--- src/rtl/fmmu_read_engine.sv ---
// FMMU read engine: walks a datagram byte by byte, fetching bytes that fall inside the
// FMMU logical window from physical memory and emitting zeros for the rest.
module fmmu_read_engine #(
  parameter int unsigned TIMEOUT_CYC = 255
) (
  input  logic        clk,
  input  logic        RST,
  input  logic [31:0] sub_address,
  input  logic [7:0]  sub_len,
  input  logic        subdv,
  input  logic [31:0] fmmu_logic_address_start,
  input  logic [7:0]  fmmu_logic_length,
  input  logic [15:0] fmmu_physical_address_start,
  input  logic        fmmu_enable,
  output logic        mem_rd_req,
  output logic [15:0] mem_addr,
  input  logic [7:0]  mem_rd_data,
  input  logic        mem_rd_ack,
  output logic [7:0]  tx_data,
  output logic        tx_valid,
  input  logic        tx_ready,
  output logic        tx_mapped,
  output logic        tx_last,
  output logic        busy,
  output logic        done,
  output logic        err_timeout,
  output logic [7:0]  map_count
);

  localparam int unsigned AW = 32;
  localparam int unsigned LW = 8;
  localparam int unsigned PW = 16;
  localparam int unsigned DW = 8;
  localparam int unsigned CW = 8;
  localparam logic [CW-1:0] TO_LAST = CW'(TIMEOUT_CYC - 1);

  typedef enum logic [2:0] {
    S_IDLE, S_CHECK, S_RD_REQ, S_RD_WAIT, S_EMIT, S_DONE
  } state_t;

  state_t          state_q, state_d;
  logic [LW-1:0]   idx_q, idx_d;
  logic [CW-1:0]   cnt_q, cnt_d;
  logic [LW-1:0]   acc_q, acc_d;
  logic [AW-1:0]   sub_addr_q, sub_addr_d;
  logic [LW-1:0]   len_q, len_d;
  logic [AW-1:0]   win_start_q, win_start_d;
  logic [LW-1:0]   win_len_q, win_len_d;
  logic [PW-1:0]   win_phys_q, win_phys_d;
  logic            win_en_q, win_en_d;
  logic            req_q, req_d;
  logic [PW-1:0]   addr_q, addr_d;
  logic [DW-1:0]   txd_q, txd_d;
  logic            txv_q, txv_d;
  logic            txm_q, txm_d;
  logic            txl_q, txl_d;
  logic            busy_q, busy_d;
  logic            done_q, done_d;
  logic            err_q, err_d;
  logic [LW-1:0]   mapcnt_q, mapcnt_d;

  // Mapping of the byte about to be started (index 0 from CHECK, idx+1 from EMIT)
  logic [LW-1:0]   nidx;
  logic [AW:0]     lin, win_lo, win_hi;
  logic            nmapped, nlast;
  logic [PW-1:0]   naddr;
  logic            load_byte;

  always_comb begin
    nidx    = (state_q == S_EMIT) ? idx_q + LW'(1) : '0;
    lin     = {1'b0, sub_addr_q} + (AW+1)'(nidx);
    win_lo  = {1'b0, win_start_q};
    win_hi  = win_lo + (AW+1)'(win_len_q);
    nmapped = win_en_q && (lin >= win_lo) && (lin < win_hi);
    naddr   = win_phys_q + PW'(lin - win_lo);
    nlast   = (nidx == len_q - LW'(1));
  end

  always_comb begin
    state_d     = state_q;
    idx_d       = idx_q;
    cnt_d       = cnt_q;
    acc_d       = acc_q;
    sub_addr_d  = sub_addr_q;
    len_d       = len_q;
    win_start_d = win_start_q;
    win_len_d   = win_len_q;
    win_phys_d  = win_phys_q;
    win_en_d    = win_en_q;
    req_d       = req_q;
    addr_d      = addr_q;
    txd_d       = txd_q;
    txv_d       = txv_q;
    txm_d       = txm_q;
    txl_d       = txl_q;
    busy_d      = busy_q;
    mapcnt_d    = mapcnt_q;
    done_d      = 1'b0;
    err_d       = 1'b0;
    load_byte   = 1'b0;

    case (state_q)
      S_IDLE: begin
        if (subdv) begin
          sub_addr_d  = sub_address;
          len_d       = sub_len;
          win_start_d = fmmu_logic_address_start;
          win_len_d   = fmmu_logic_length;
          win_phys_d  = fmmu_physical_address_start;
          win_en_d    = fmmu_enable;
          idx_d       = '0;
          acc_d       = '0;
          busy_d      = 1'b1;
          state_d     = S_CHECK;
        end
      end
      S_CHECK: begin
        if (len_q == '0) begin
          done_d   = 1'b1;
          mapcnt_d = acc_q;
          state_d  = S_DONE;
        end else begin
          load_byte = 1'b1;
        end
      end
      S_RD_REQ: begin
        cnt_d   = '0;
        state_d = S_RD_WAIT;
      end
      S_RD_WAIT: begin
        if (mem_rd_ack) begin
          req_d   = 1'b0;
          txd_d   = mem_rd_data;
          txm_d   = 1'b1;
          txl_d   = (idx_q == len_q - LW'(1));
          txv_d   = 1'b1;
          acc_d   = acc_q + LW'(1);
          state_d = S_EMIT;
        end else if (cnt_q == TO_LAST) begin
          req_d   = 1'b0;
          err_d   = 1'b1;
          busy_d  = 1'b0;
          state_d = S_IDLE;
        end else begin
          cnt_d = cnt_q + CW'(1);
        end
      end
      S_EMIT: begin
        if (tx_ready) begin
          txv_d = 1'b0;
          if (txl_q) begin
            txl_d    = 1'b0;
            done_d   = 1'b1;
            mapcnt_d = acc_q;
            state_d  = S_DONE;
          end else begin
            idx_d     = nidx;
            load_byte = 1'b1;
          end
        end
      end
      S_DONE: begin
        busy_d  = 1'b0;
        state_d = S_IDLE;
      end
      default: state_d = S_IDLE;
    endcase

    // Start the next byte: memory fetch when mapped, immediate zero byte otherwise
    if (load_byte) begin
      if (nmapped) begin
        req_d   = 1'b1;
        addr_d  = naddr;
        state_d = S_RD_REQ;
      end else begin
        txv_d   = 1'b1;
        txd_d   = '0;
        txm_d   = 1'b0;
        txl_d   = nlast;
        state_d = S_EMIT;
      end
    end
  end

  always_ff @(posedge clk) begin
    if (RST) begin
      state_q     <= S_IDLE;
      idx_q       <= '0;
      cnt_q       <= '0;
      acc_q       <= '0;
      sub_addr_q  <= '0;
      len_q       <= '0;
      win_start_q <= '0;
      win_len_q   <= '0;
      win_phys_q  <= '0;
      win_en_q    <= 1'b0;
      req_q       <= 1'b0;
      addr_q      <= '0;
      txd_q       <= '0;
      txv_q       <= 1'b0;
      txm_q       <= 1'b0;
      txl_q       <= 1'b0;
      busy_q      <= 1'b0;
      done_q      <= 1'b0;
      err_q       <= 1'b0;
      mapcnt_q    <= '0;
    end else begin
      state_q     <= state_d;
      idx_q       <= idx_d;
      cnt_q       <= cnt_d;
      acc_q       <= acc_d;
      sub_addr_q  <= sub_addr_d;
      len_q       <= len_d;
      win_start_q <= win_start_d;
      win_len_q   <= win_len_d;
      win_phys_q  <= win_phys_d;
      win_en_q    <= win_en_d;
      req_q       <= req_d;
      addr_q      <= addr_d;
      txd_q       <= txd_d;
      txv_q       <= txv_d;
      txm_q       <= txm_d;
      txl_q       <= txl_d;
      busy_q      <= busy_d;
      done_q      <= done_d;
      err_q       <= err_d;
      mapcnt_q    <= mapcnt_d;
    end
  end

  assign mem_rd_req  = req_q;
  assign mem_addr    = addr_q;
  assign tx_data     = txd_q;
  assign tx_valid    = txv_q;
  assign tx_mapped   = txm_q;
  assign tx_last     = txl_q;
  assign busy        = busy_q;
  assign done        = done_q;
  assign err_timeout = err_q;
  assign map_count   = mapcnt_q;

endmodule

--- config.mk ---
export PLATFORM = sky130hd
export DESIGN_NAME = fmmu_read_engine
export DESIGN_NICKNAME = d
export VERILOG_FILES = /design/src/rtl/fmmu_read_engine.sv
export SDC_FILE = /design/constraint.sdc
export NUM_CORES = 1
export LEC_CHECK = 0
export CELL_PAD_IN_SITES_DETAIL_PLACEMENT = 1
export CELL_PAD_IN_SITES_GLOBAL_PLACEMENT = 1
export CORE_UTILIZATION = 40
export DETAILED_ROUTE_END_ITERATION = 6
export PLACE_DENSITY_LB_ADDON = 0.1
export SETUP_SLACK_MARGIN = 0.2
export SLEW_MARGIN = 20
export SYNTH_ARGS = -nofsm -noshare
export SYNTH_HDL_FRONTEND = slang
export SYNTH_SLANG_ARGS = --single-unit
--- constraint.sdc ---
create_clock -name clk -period 12.1 [get_ports clk]
set_input_delay 1.815 -clock clk [delete_from_list [all_inputs] [get_ports clk]]
set_output_delay 1.815 -clock clk [all_outputs]
set_load 0.01 [all_outputs]
# --- Yosys cells after proc, flatten, opt, wreduce, memory -nomap -nowiden ---
# Cells that the tools add are included.
word_totals:
  regBits: 163
  inputBits: 110
  out_inout_bits: 39
  word_cells: 130
classes:
  n_reduce_logical: 18
  n_mux: 59
  bitwise_logic: 1
  eq_ne: 22
  add_sub_neg: 8
  magnitude_cmp: 2
ops:
  columns: ["operator", "count"]
  rows:
  - ["$mux 8", 14]
  - ["$add 32x8->33", 2]
  - ["$pmux 8 s2", 4]
  - ["$ge 33x32->1", 1]
  - ["$lt 33x33->1", 1]
  - ["$mux 1", 27]
  - ["$add 8x1->8 const B", 3]
  - ["$mux 3", 8]
  - ["$ne 2x2->1 const B", 9]
  - ["$add 16x16->16", 1]
  - ["$eq 8x8->1", 2]
  - ["$sub 16x16->16", 1]
  - ["$pmux 3 s5", 1]
  - ["$ne 3x3->1 const B", 4]
  - ["$reduce_and 4->1", 3]
  - ["$eq 8x8->1 const B", 1]
  - ["$logic_not 8->1", 1]
  - ["$pmux 1 s2", 4]
  - ["$reduce_bool 2->1", 4]
  - ["$sub 8x1->8 const B", 1]
  - ["$eq 3x2->1 const B", 2]
  - ["$eq 3x3->1 const B", 2]
  - ["$reduce_and 3->1", 2]
  - ["$reduce_and 5->1", 1]
  - ["other kinds (9)", 11]

# --- Depth between registers and ports, before layout ---
# Gate-level depths: netlist of run 1.
logic_depth:
  depth_word: 8
  mapped_depth: 24
  ltp_nobuf: 21

# --- Worst setup path after synthesis of run 1 ---
# Ideal clock, no wire load.
synth_path:
  path_type: "reg2reg"
  startpoint: "register state_q[0]"
  endpoint: "register txd_q[0] (netlist: tx_data[0])"
  path_stages_with_launch: 24
  arrival_ps: 4611
  path_buffers: 2
  synth_period_minus_slack_ps: 4737
  slack_ps: 7363
  t_required_ps: 11974
  setup_ps: 126
  cell_sequence: "dfxtp_1 -> clkbuf_1 -> nor2_1 -> nand2_1 -> nor2_1 -> ha_1 -> fa_1 -> a211oi_2 -> o21ai_1 -> a21oi_2 -> nand2b_1 -> nor2_1 -> and4_1 -> xor2_1 -> ha_1 -> a21oi_1 -> o21ai_0 -> a22oi_1 -> a31oi_1 -> or4b_1 -> and4_1 -> buf_6 -> o21ai_4 -> nor3_1"
synth_between:
  elab_chain_len: 8
  word_cells_on_any_way: 13
  cone_classes: "add/sub: 1; order compare: 2; eq/ne: 3; mux: 5; reduce/logical: 2"
synth_rtl:
  columns: ["element", "line", "source"]
  rows:
  - ["from (decl)", "41", "state_t state_q, state_d;"]
  - ["from (signal assigned)", "208", "state_q <= state_d;"]
  - ["$eq 3x3->1", "70, 102", null]
  - ["$mux 8", "70", "nidx = (state_q == S_EMIT) ? idx_q + LW'(1) : '0;"]
  - ["$add 32x8->33", "71", "lin = {1'b0, sub_addr_q} + (AW+1)'(nidx);"]
  - ["$ge 33x32->1", "74", "nmapped = win_en_q && (lin >= win_lo) && (lin < win_hi);"]
  - ["$logic_and 1x1->1 (2 in series)", "74", null]
  - ["$mux 8", "171", "if (nmapped) begin"]
  - ["$mux 8 (*)", "170", "if (load_byte) begin"]
  - ["to (signal assigned)", "220", "txd_q <= txd_d;"]
  - ["to (decl)", "53", "logic [DW-1:0] txd_q, txd_d;"]
# Mark *: on every way between the ends. The rest lies on a longest branch, timed or not.
# A chain may end at the register's enable or synchronous reset.

# --- Worst setup path in the final report of run 1 ---
layout_path:
  startpoint: "register state_q[1]"
  endpoint: "register addr_q[6] (netlist: mem_addr[6])"
layout_between:
  elab_chain_len: 7
  word_cells_on_any_way: 12
  cone_classes: "add/sub: 3; order compare: 2; eq/ne: 2; mux: 2; reduce/logical: 3"
layout_rtl:
  columns: ["element", "line", "source"]
  rows:
  - ["parallel branches: the longest is 7 deep, another holds $add 32x8->33", null, null]
  - ["to (signal assigned)", "219", "addr_q <= addr_d;"]
  - ["to (decl)", "52", "logic [PW-1:0] addr_q, addr_d;"]
# Parallel ways; which one is timed is not known.

==> results by group, run 1 <==
Run status
  – Run status: finished, final reports clean

Global routing
  – Vias in the first global route: ~9,700
  – Initial antenna violation count: 0
  – Largest net degree at the start of global routing: 79
  – Overall Global Routing Usage: 23.0%
  – Grt total ovfl: 0
  – First-pass GRT wire length: ~48,000 um

CTS
  – H-tree Lvls: 4
  – Clock Latency Late Sink: 0.45 ns
  – CTS tree: done
  – Buffer count from post-CTS setup fixing: 0
  – Cts hold-fix bufs: 0
  – CTS max path bufs: 2
  – Resize count post-CTS: 0
  – Sink Count: about 160
  – Clock transition at the registers of the reported paths: 0.07 ns
  – Num CTS Buffers: 17
  – Clk Tree Root Cell: clkbuf_16

Setup path
  – Cell breakdown of the critical path: nor2_1 > nand2_1 > nor2_1 > ha_1 > o21ai_1 > a21boi_0 > a21oi_2 > nand2b_1 > nor2_1 > nand4_1 > xnor2_1 > ha_1 > nand4_1 > nor4_1 > a22oi_1 > a31oi_1 > or4b_1 > nand4_1 > nor2_1 > o21ai_0
  – Levels on crit path: 20
  – R2R cell count: 20
  – Worst path bufs/invs: 0
  – Startpoint Class: flop
  – Critical Path RT: 12.40 ns
  – Crit path top cell by count: nor2_1
  – CP max-delay cell: nor2_1
  – Critical path's largest stage delay: 0.72 ns
  – Kind of cell adding the most delay to the critical path: simple AND/OR/NAND/NOR gates
  – Setup CP Type: reg2reg
  – CP arrival: 6.37 ns
  – Worst-path fanout max: 16
  – CP endpoint kind: flop
  – Reg-to-reg setup timing slack: ~6 ns

Logic synthesis
  – Synth Warn #: 0
  – Syn Inst Count: 1,306
  – Yosys top cell by area: dfxtp_1
  – Post-Syn Area: 10,300 um^2
  – Post-synth EDFFs: 0
  – Dominant synthesized flop cell: dfxtp_1
  – Synth top area share: 31.6%
  – Synth top area cells: dfxtp_1, ha_1, nand2_1
  – Syn avg cell area: ~7.9 um^2
  – Netlist cell types: 61
  – Register area share after synthesis: around a third
  – Syn Nets: 1,534
  – Post-synth ARST share: 0%
  – Synth Register Bits: approximately 160

STA
  – Setup TNS: 0 ns
  – Actual slew at the worst max-slew pin: 0.997 ns
  – Max Slew Vio Count: 0
  – Peak Freq: 0.165 GHz
  – Final period utilization: 50.2%
  – Min Tclk post-route: 6.08 ns
  – Final hold slack: 0.456 ns
  – RSZ-0062 raised after global routing: false
  – Final hold vios: 0
  – Slew HR: 33.1%
  – Setup-failing EPs final: 0
  – Clk_skew: 0.0140 ns

Power
  – VDD IR max: around 0.00011 V
  – PD cells: 187 nW/um^2
  – Lkg Pwr: 4.93 nW

Layout
  – Post-layout util: 50.1%
  – Area Growth Syn to Fin: 22.7%
  – Fillers: around 3,100
  – Post-Layout Inst Area: 12,700 um^2
  – Layout cells sized above 1: between 3 and 4%
  – Nets: 1,656
  – ANT cells: 0

Floorplanning
  – Initial core utilization: around two fifths
  – I/O Pins: 149
  – Die height: 163 um
  – Core Area: 25,300 um^2
  – DIE WIDTH: 163 um
  – Total die area: 26,400 um^2
  – Row count: 58

Drt
  – Antenna viol nets, final: 0
  – DR WL/cell: 16.6 um
  – Via density: 5.27
  – DRC: 0
  – Post-Route WL: between 20,000 and 30,000 um
  – Vias: roughly 9,300
  – 1st-iter DRT viols: ~300
  – 1st-pass router iterations: 4

Min path
  – HP Class: reg2reg
  – WHS Path Cells: 2

Placed design
  – Buffers on Ports: 148
  – Post-DP HPWL: 23,000 um
  – Final RePlAce weighted congestion: ~0.87
  – Area post-placement: about 12,000 um^2

Job
  – Max-cap violations: 0
-- flip-flops by register name, indices dropped and copies added, names as in the netlist, 16 cells and up --
signal,count
mem_addr,16
sub_addr_q,32
win_phys_q,16
win_start_q,32
-- worst register-to-register path, cell delays in order, from the launching register on --
cell and delay (ns):
dfxtp_1 0.65, nor2_1 0.19, nand2_1 0.27, nor2_1 0.15, ha_1 0.35, o21ai_1 0.09, a21boi_0 0.40, a21oi_2 0.16
nand2b_1 0.24, nor2_1 0.30, nand4_1 0.18, xnor2_1 0.19, ha_1 0.31, nand4_1 0.16, nor4_1 0.44, a22oi_1 0.16
a31oi_1 0.18, or4b_1 0.14, nand4_1 0.46, nor2_1 0.73, o21ai_0 0.19
-- cells in the mapped netlist (3+ instances only) --
library cell and instances:
fa_1 17, and3_1 8, nor3_1 23, inv_1 60, nand2b_1 9, nor4_1 8, buf_6 3, or3_1 9
a21o_1 13, o21bai_1 7, dfxtp_1 163, a211oi_1 4, ha_1 101, o21ai_1 3, a21oi_1 161, o31ai_1 3
xnor2_1 82, nor2_1 105, and4_1 8, xor2_1 30, mux2i_1 17, clkbuf_1 45, o21a_1 8, or4_1 3
a221oi_1 3, nand4_1 31, nand3_1 40, nor2b_1 9, and2_1 4, a31oi_1 7, nand2_1 251, o21ai_0 34
-- final timing paths --
kind                                      from                           end
setup / recovery       state_q[1]$_SDFFE_PP0P_      mem_addr[6]$_SDFFE_PP0P_
hold / removal    win_start_q[20]$_SDFFE_PP0P_  win_start_q[20]$_SDFFE_PP0P_
hold reg to reg   win_start_q[20]$_SDFFE_PP0P_  win_start_q[20]$_SDFFE_PP0P_
setup reg to reg       state_q[1]$_SDFFE_PP0P_      mem_addr[6]$_SDFFE_PP0P_
-- logic make-up (layout without fill, tap and decap cells) --
group,Yosys count,count (layout),share of synthesized area [%]
simple gates,515,515,22.2
compound gates,268,268,15.1
flops,163,163,31.6
fa+ha+maj,118,118,15.5
xor+xnor,112,112,9.51
buf+inv,112,247,4.31
mux,18,18,1.76
-- routing by layer --
metal / routed length, um / GRT usage (%)
met5: 0 / 0
met3: 752 / 3.06
met4: 399 / 5.61
met1: 13400 / 28.4
met2: 14900 / 42.0
-- where the power goes --
part | switching (mW) | internal [mW] | total, mW
Combinational | 0.648 | 0.474 | 1.12
Clock | 0.275 | 0.282 | 0.557
Sequential | 0.0854 | 0.606 | 0.692
-- layout make-up --
cell class	count	area [um^2]	area share (%)
inverters	61	229	1.81
multi-input cells	1031	6620	52.3
clock buffers	17	425	3.36
flip-flops and latches	163	3260	25.8
clock inverters	15	186	1.47
repair buffers	154	1520	12.0
well taps	330	413	3.26
-- per-stage QoR --
stage                     total power [mW]  instances  setup slack [ns]
after floorplan                       1.50       1306              7.36
after global placement                1.79       1739              6.39
after detailed placement              1.82       1739              6.13
after CTS                             2.40       1771              6.06
after global routing                  2.56       1771              5.49
final                                 2.37       1771              6.02
-- placed cells by master (no fill, tap or decap), types with 3 or more instances in the layout --
master             n
nand2_1          251
dfxtp_1          163
a21oi_1          161
clkdlybuf4s50_1  147
nor2_1           105
ha_1             101
xnor2_1           82
inv_1             60
nand3_1           40
o21ai_0           34
nand4_1           31
xor2_1            30
nor3_1            22
mux2i_1           17
fa_1              17
clkbuf_16         17
a21o_1            13
nand2b_1           9
nor2b_1            9
and4_1             8
and3_1             8
or3_1              8
nor4_1             8
o21a_1             8
o21bai_1           7
a31oi_1            7
buf_4              7
clkinv_8           5
and2_1             4
a211oi_1           4
inv_8              4
o21ai_1            3
or4_1              3
o31ai_1            3
a221oi_1           3
clkinv_4           3
Note: power is estimated with default switching activity, not from simulation.
==> inputs of run 2 (changes only) <==
- clock period: 12.1 -> 5.8 ns (I/O delays scaled with it)
==> results by group, run 2 (synthesized netlist as in run 1, its figures left out) <==
Setup path
  – Critical Path RT: 6.15 ns
  – Startpoint Class: flop
  – CP endpoint kind: flop
  – CP arrival: 5.75 ns
  – Setup CP Type: reg2reg
  – Worst-path fanout max: 10

Floorplanning
  – Core Area: 25,300 um^2
  – Die height: approximately 160 um
  – I/O Pins: 149
  – Total die area: 26,400 um^2
  – DIE WIDTH: 163 um
  – Initial core utilization: 40.9%
  – Row count: 58

STA
  – Min Tclk post-route: around 5.4 ns
  – Slew HR: 30.0%
  – Max Slew Vio Count: 0
  – Clk_skew: 0.0163 ns
  – Final period utilization: 93.2%
  – Setup-failing EPs final: 0
  – RSZ-0062 raised after global routing: false
  – Final hold vios: 0
  – Peak Freq: 0.185 GHz
  – Actual slew at the worst max-slew pin: between 1 and 1.5 ns
  – Setup TNS: 0 ns
  – Final hold slack: around 0.46 ns

CTS
  – H-tree Lvls: 4
  – Num CTS Buffers: 17
  – Sink Count: 163
  – Clk Tree Root Cell: clkbuf_16
  – Clock Latency Late Sink: around 0.44 ns
  – CTS tree: done
  – Clock transition at the registers of the reported paths: roughly 0.080 ns
  – CTS max path bufs: 2

Power
  – Lkg Pwr: between 4 and 5 nW
  – VDD IR max: 0.000229 V
  – PD cells: around 400 nW/um^2

Layout
  – Area Growth Syn to Fin: 23.5%
  – Most frequent cells in the layout: nand2_1, a21oi_1, dfxtp_1
  – Commonest non-fill, non-tap cell in the layout: nand2_1
  – Layout cells sized above 1: 4.75%
  – ANT cells: 0
  – Nets: 1,667
  – Top Registers: sub_addr_q (32), win_start_q (32)

Global routing
  – Vias in the first global route: about 9,800
  – First-pass GRT wire length: 49,300 um
  – Largest net degree at the start of global routing: 90
  – Initial antenna violation count: 0
  – Met1 Usage GRT: 28.6%
  – Met2 Usage GRT: 42.0%
  – Met3 Usage GRT: 3.90%
  – Overall Global Routing Usage: 23.4%
  – Grt total ovfl: 0
  – Top Usage Layer GRT: met2

Drt
  – 1st-iter DRT viols: about 430
  – Vias: 9,443
  – Post-Route WL: 30,000 um
  – 1st-pass router iterations: 5
  – Antenna viol nets, final: 0
  – DRC: 0
  – DR WL/cell: 16.8 um
  – Via density: 5.30

Run status
  – Run status: finished, final reports clean

Placed design
  – Final RePlAce weighted congestion: 0.865
  – Buffers on Ports: approximately 150
  – Post-DP HPWL: 23,200 um

Job
  – Max-cap violations: 0

Min path
  – HP Class: reg2reg
-- run 2: worst paths after layout --
| kind | startpoint | endpoint | slack (ns) | cells after the start |
|---|---|---|---|---|
| worst max-delay path | idx_q[1]$_SDFFE_PP0P_ | mem_addr[1]$_SDFFE_PP0P_ | 0.39 | 22 |
| worst min-delay path | win_len_q[7]$_SDFFE_PP0P_ | win_len_q[7]$_SDFFE_PP0P_ | 0.46 | 2 |
| worst max register to register | idx_q[1]$_SDFFE_PP0P_ | mem_addr[1]$_SDFFE_PP0P_ | 0.39 | 22 |
| worst min register to register | win_len_q[7]$_SDFFE_PP0P_ | win_len_q[7]$_SDFFE_PP0P_ | 0.46 | 2 |
-- run 2: area by class of cell --
type | instances | area (um^2)
multi-input cells | 1032 | 6640
well taps | 330 | 413
clock inverters | 15 | 164
flip-flops and latches | 163 | 3270
fillers | 3110 | 12500
inverters | 61 | 229
clock buffers | 17 | 425
repair buffers | 164 | 1600
-- run 2: worst max-delay path, cell delays in order (launching register included) --
cell and delay, ns:
dfxtp_1 0.44, ha_1 0.26, nand3_1 0.11, xor2_1 0.16, nor2_1 0.23, ha_1 0.25
o21ai_0 0.17, o21ai_1 0.21, a21oi_2 0.12, nand2b_1 0.24, or4_1 0.58, xnor2_1 0.30
ha_1 0.32, a21oi_1 0.15, o21ai_0 0.12, a22oi_1 0.16, a31oi_1 0.11, or4b_1 0.59
nand4_1 0.14, buf_4 0.18, nor2_1 0.07, buf_4 0.19, a211oi_1 0.23
-- run 2: what timing repair did --
item                                    4_1_cts  5_1_grt
buffers inserted                              2        0
cloned                                        0        1
hold buffers                                  0        0
pin swaps                                     1        1
endpoints found under the setup margin       19       29
gates resized for setup                       1        9
hold endpoints to repair                      0        0
-- run 2: metal layers --
layer  part of all wire (%)  up-vias
li1                       -     4749
met5                      0        -
met2                     50      174
met1                     45     4480
met3                    3.7       40
met4                    2.0        0
-- run 2: report_power, final --
part,switching (mW),internal (mW),total (mW)
Clock,0.564,0.578,1.14
Sequential,0.175,1.27,1.44
Combinational,1.39,1.01,2.40
-- run 2: per-stage QoR --
stage	setup slack, ns	instance area (um^2)	utilization, %	total power, mW	instances
2_1_floorplan	1.06	10300	-	3.13	1306
3_3_place_gp	0.385	12100	47.9	3.75	1746
3_5_place_dp	0.162	12100	47.9	3.83	1746
4_1_cts	0.243	12700	50.3	5.01	1780
5_1_grt	0.206	12700	50.4	5.37	1782
6_report	0.394	12700	50.4	4.98	1782
==> inputs of run 3 (changes only) <==
- CORE_UTILIZATION: 40 -> 37
- HOLD_SLACK_MARGIN: not set -> 0.02
- clock period: 5.8 -> 4.7 ns (I/O delays scaled with it)
==> results by group, run 3 (synthesized netlist as in run 1, its figures left out) <==
Run status
  – Run status: complete, but fails checks
  – Violated checks: setup timing

Setup path
  – Crit path top cell by count: nand4_1
  – CP max-delay cell: ha_2
  – Worst path bufs/invs: 4
  – Setup CP Type: reg2reg
  – Kind of cell adding the most delay to the critical path: simple AND/OR/NAND/NOR gates
  – CP endpoint kind: flop
  – Critical Path RT: 5.03 ns
  – Startpoint Class: flop
  – Worst-path fanout max: 11
  – Critical path's largest stage delay: 0.36 ns
  – CP arrival: 5.03 ns

CTS
  – Clock Latency Late Sink: between 0.4 and 0.5 ns
  – H-tree Lvls: 4
  – CTS tree: done
  – Clock transition at the registers of the reported paths: 0.08 ns
  – Cts hold-fix bufs: 0
  – Num CTS Buffers: 17
  – CTS max path bufs: 2
  – Sink Count: around 160
  – Clk Tree Root Cell: clkbuf_16

Placed design
  – Buffers on Ports: 148
  – Pre-CTS setup slack: -0.268 ns
  – Placed cell count: 1,868
  – Area post-placement: 12,800 um^2
  – Post-DP HPWL: 24,100 um
  – Final RePlAce weighted congestion: around 0.86

Min path
  – HP Class: reg2reg

Drt
  – Via density: 5.14
  – DR WL/cell: roughly 17 um
  – 1st-pass router iterations: 4
  – DRC: 0
  – 1st-iter DRT viols: 353
  – Vias: 9,884
  – Post-Route WL: 32,600 um
  – Antenna viol nets, final: 0

STA
  – Clk_skew: just over 0.01 ns
  – Max Slew Vio Count: 0
  – Final hold vios: 0
  – Actual slew at the worst max-slew pin: 1.06 ns
  – Peak Freq: 0.213 GHz
  – Min Tclk post-route: 4.70 ns
  – Setup-failing EPs final: 1
  – Final period utilization: 100%
  – Final WS setup: -0.00438 ns
  – Slew HR: about 29%
  – RSZ-0062 raised after global routing: true

Global routing
  – Largest net degree at the start of global routing: 75
  – First-pass GRT wire length: 52,800 um
  – Overall Global Routing Usage: 23.2%
  – Vias in the first global route: 10,400
  – Initial antenna violation count: 0
  – Grt total ovfl: 0

Floorplanning
  – Core Area: 27,200 um^2
  – Die height: 169 um
  – Initial core utilization: 38.0%
  – Total die area: 28,600 um^2
  – DIE WIDTH: 169 um
  – Row count: 60
  – I/O Pins: 149

Power
  – VDD IR max: 0.000269 V
  – PD cells: 486 nW/um^2
  – Lkg Pwr: 5.67 nW
  – Final Total Pwr: around 6.9 mW

Layout
  – Layout cells sized above 1: 15.9%
  – ANT cells: 0
  – Most frequent cells in the layout: nand2_1, dfxtp_1, a21oi_1
  – Post-Layout Cell Count: 1,923
  – Post-layout util: between 50% and 60%
  – Post-Layout Inst Area: ~14,000 um^2
  – Area Growth Syn to Fin: 37.0%
  – Nets: 1,766
  – Commonest non-fill, non-tap cell in the layout: nand2_1
  – Top Registers: sub_addr_q (32), win_start_q (32)

Job
  – Max-cap violations: 0
[run 3: cell types whose count changed in the layout (fill, tap and decap cells not counted), moves of 7 or more]
cell / delta
o21ai_0: -7
ha_1: -8
buf_4: +92
xnor2_2: +12
nand2_1: -8
xnor2_1: -14
[run 3: area by class of cell]
class	count	area, um^2
Sequential cell	163	3270
Timing Repair Buffer	263	2380
Tap cell	372	465
Inverter	61	229
Clock buffer	17	425
Fill cell	3292	13000
Clock inverter	15	186
Multi-Input combinational cell	1032	7170
[run 3: where the power goes]
group          internal, mW  switching, mW  leakage, nW
clock network         0.726          0.725        0.297
logic                  1.63           2.01         4.04
registers              1.56          0.207         1.33
[run 3: path summary, 6_finish.rpt]
path	depth (start not counted)	to	from	slack (ns)
hold reg to reg	2	win_start_q[20]$_SDFFE_PP0P_	win_start_q[20]$_SDFFE_PP0P_	0.46
setup / recovery	25	mem_addr[4]$_SDFFE_PP0P_	idx_q[2]$_SDFFE_PP0P_	-0.004
hold / removal	2	win_start_q[20]$_SDFFE_PP0P_	win_start_q[20]$_SDFFE_PP0P_	0.46
setup reg to reg	25	mem_addr[4]$_SDFFE_PP0P_	idx_q[2]$_SDFFE_PP0P_	-0.004
[run 3: through the flow]
stage | hold slack (ns) | TNS, ns
3_5_place_dp | 0.455 | -6.09
2_1_floorplan | 0.436 | 0
3_3_place_gp | 0.448 | -3.58
5_1_grt | 0.491 | -2.57
4_1_cts | 0.466 | 0
6_report | 0.464 | -0.00438
[run 3: worst reg2reg max path, cell delays in order (launching register included)]
cell,delay (ns)
dfxtp_2,0.34
and3_4,0.20
nand3_1,0.09
xor2_1,0.15
nor2_1,0.08
ha_2,0.36
o21ai_4,0.08
a21boi_4,0.15
a21oi_2,0.08
nand2b_4,0.17
buf_6,0.14
nor2_4,0.14
nand4_1,0.17
xnor2_2,0.19
ha_1,0.31
nand4_1,0.18
buf_4,0.21
nor2_2,0.17
a22oi_2,0.08
a31oi_1,0.18
or4b_1,0.15
nand4_1,0.18
buf_4,0.21
buf_8,0.13
o211a_1,0.22
a41o_1,0.22
[run 3: layer usage]
metal	up-vias	part of all wire, %	global-route usage (%)	wire length, um
li1	4944	-	-	-
met1	4742	44	27.5	14400
met2	151	51	43.0	16500
met3	47	3.0	3.58	985
met4	0	2.3	6.70	739
met5	-	0	0	0
[run 3: what timing repair did]
item | in CTS | in global routing
endpoints found under the hold margin | 0 | 0
pin swaps | 47 | 37
gates cloned | 1 | 0
resized for setup | 80 | 42
endpoints found under the setup margin | 30 | 30
setup buffers | 11 | 11
==> edit: new RTL, flow settings as in run 2 <==
Make the reset (`RST`) asynchronous in one clocked block.
--- a/src/rtl/fmmu_read_engine.sv
+++ b/src/rtl/fmmu_read_engine.sv
@@ -184,3 +184,3 @@
 
-  always_ff @(posedge clk) begin
+  always_ff @(posedge clk or posedge RST) begin
     if (RST) begin
Check against the original RTL: differs if RST is asserted again (counterexample within 4 cycles, from zero or initial values and one cycle with RST high); with RST held inactive, the same outputs for 4 cycles.
==> edit against run 2 <==
  * The flow now finishes with violations (design-rule violations)
  * Clock skew decreased by 0.0011 ns
  * Sequential cell count unchanged
  * Die area increased by 3.8%
  * Via count decreased by 12%
  * Setup slack improved by 0.12 ns
  * Routed wire length decreased by 5.6%
  * Synthesized area increased by 3.8%
  * Design area increased by 3.9%
Power is not compared: it rests on default switching activity, and its combinational part moved more than twofold at a synthesized area within 25%.
==> edit: results (changes against run 2) <==
worst_setup_path:
  critPathMaxFanout: 9  # was 10
  slowest_stage: "dfrtp_1"  # was or4b_1
  critPathTopFamily: "compound AO/OA/AOI/OAI gates"  # was simple AND/OR/NAND/NOR gates
  critPathMaxStageDelay_ns: 0.50  # was 0.59 ns
floorplan:
  core_area_mm2: 0.0261  # was 0.0253 mm²
synthesis:
  postSynth.asyncResetShare_pct: 100  # was 0%
  syn_nets: 1292  # was 1534
  ys_types: 67  # was 61
  syn_inst: 1064  # was 1306
  ys_top_cells_by_area: "dfrtp_1, ha_1, mux2_2"  # was dfxtp_1, ha_1, nand2_1
  yosysSeqAreaShare_pct: 38.1  # was 31.6%
layout:
  layout-drive-gt1-share_pct: 12.8  # was 4.75%
  layout.cells.non_filler: 1563  # was 1782
  nNonClkBuffers: 160  # was 164
  fillCellCount: 2939  # was 3110
  nets: 1443  # was 1667
  register_area_mm2: 0.00408  # was 0.00327 mm²
clock_tree:
  post_cts_resized: 5  # was 1
  post-cts-setup-buffers: 0  # was 2
placement:
  dp_hpwl_mm: 21.5  # was 23.2 mm
  place_inst: 1531  # was 1746
  routabilityCongestion: 0.854  # was 0.865
route:
  first_pass_iters: 6  # was 5
  wl_mm: 28.3  # was 30.0 mm
  viasPerCell: 5.33  # was 5.30
  drc: 10  # was 0
outcome:
  outcome: "complete, but fails checks"  # was finished, final reports clean
  violations: "design-rule violations"
timing:
  fin_worst_skew_ns: 0.0152  # was 0.0163 ns
  slew_headroom_pct: 46.1  # was 30.0%
global_route:
  grt_usage_pct: 21.6  # was 23.4%
==> edit: metal layers <==
layer	GRT usage [%]	vias up	part of all wire [%]	wire, µm
li1	-	4059	-	-
met1	28.3	4138	46	13000
met2	37.2	115	50	14300
met3	3.49	22	2.7	767
met4	5.08	0	1.0	285
met5	0	-	0	0
==> edit: path summary, 6_finish.rpt <==
kind,slack [ns],startpoint,cells after the start,end
setup / recovery,0.52,state_q[1],19,mem_addr[15]
hold / removal,0.49,mem_addr[2],2,mem_addr[2]
setup reg to reg,0.52,state_q[1],19,mem_addr[15]
hold reg to reg,0.49,mem_addr[2],2,mem_addr[2]
max in group asynchronous,3.89,RST,3,win_start_q[13]
min in group asynchronous,0.93,RST,2,win_phys_q[6]
==> edit: cells by family after synthesis <==
family                     synth area share (%)
and+or+nand+nor                            13.0
AOI/OAI and AO/OA                          12.0
DFF                                        38.1
adders and majority gates                  15.0
xor gates and xnor gates                   9.28
buffers and inverters                      3.35
muxes                                      9.24
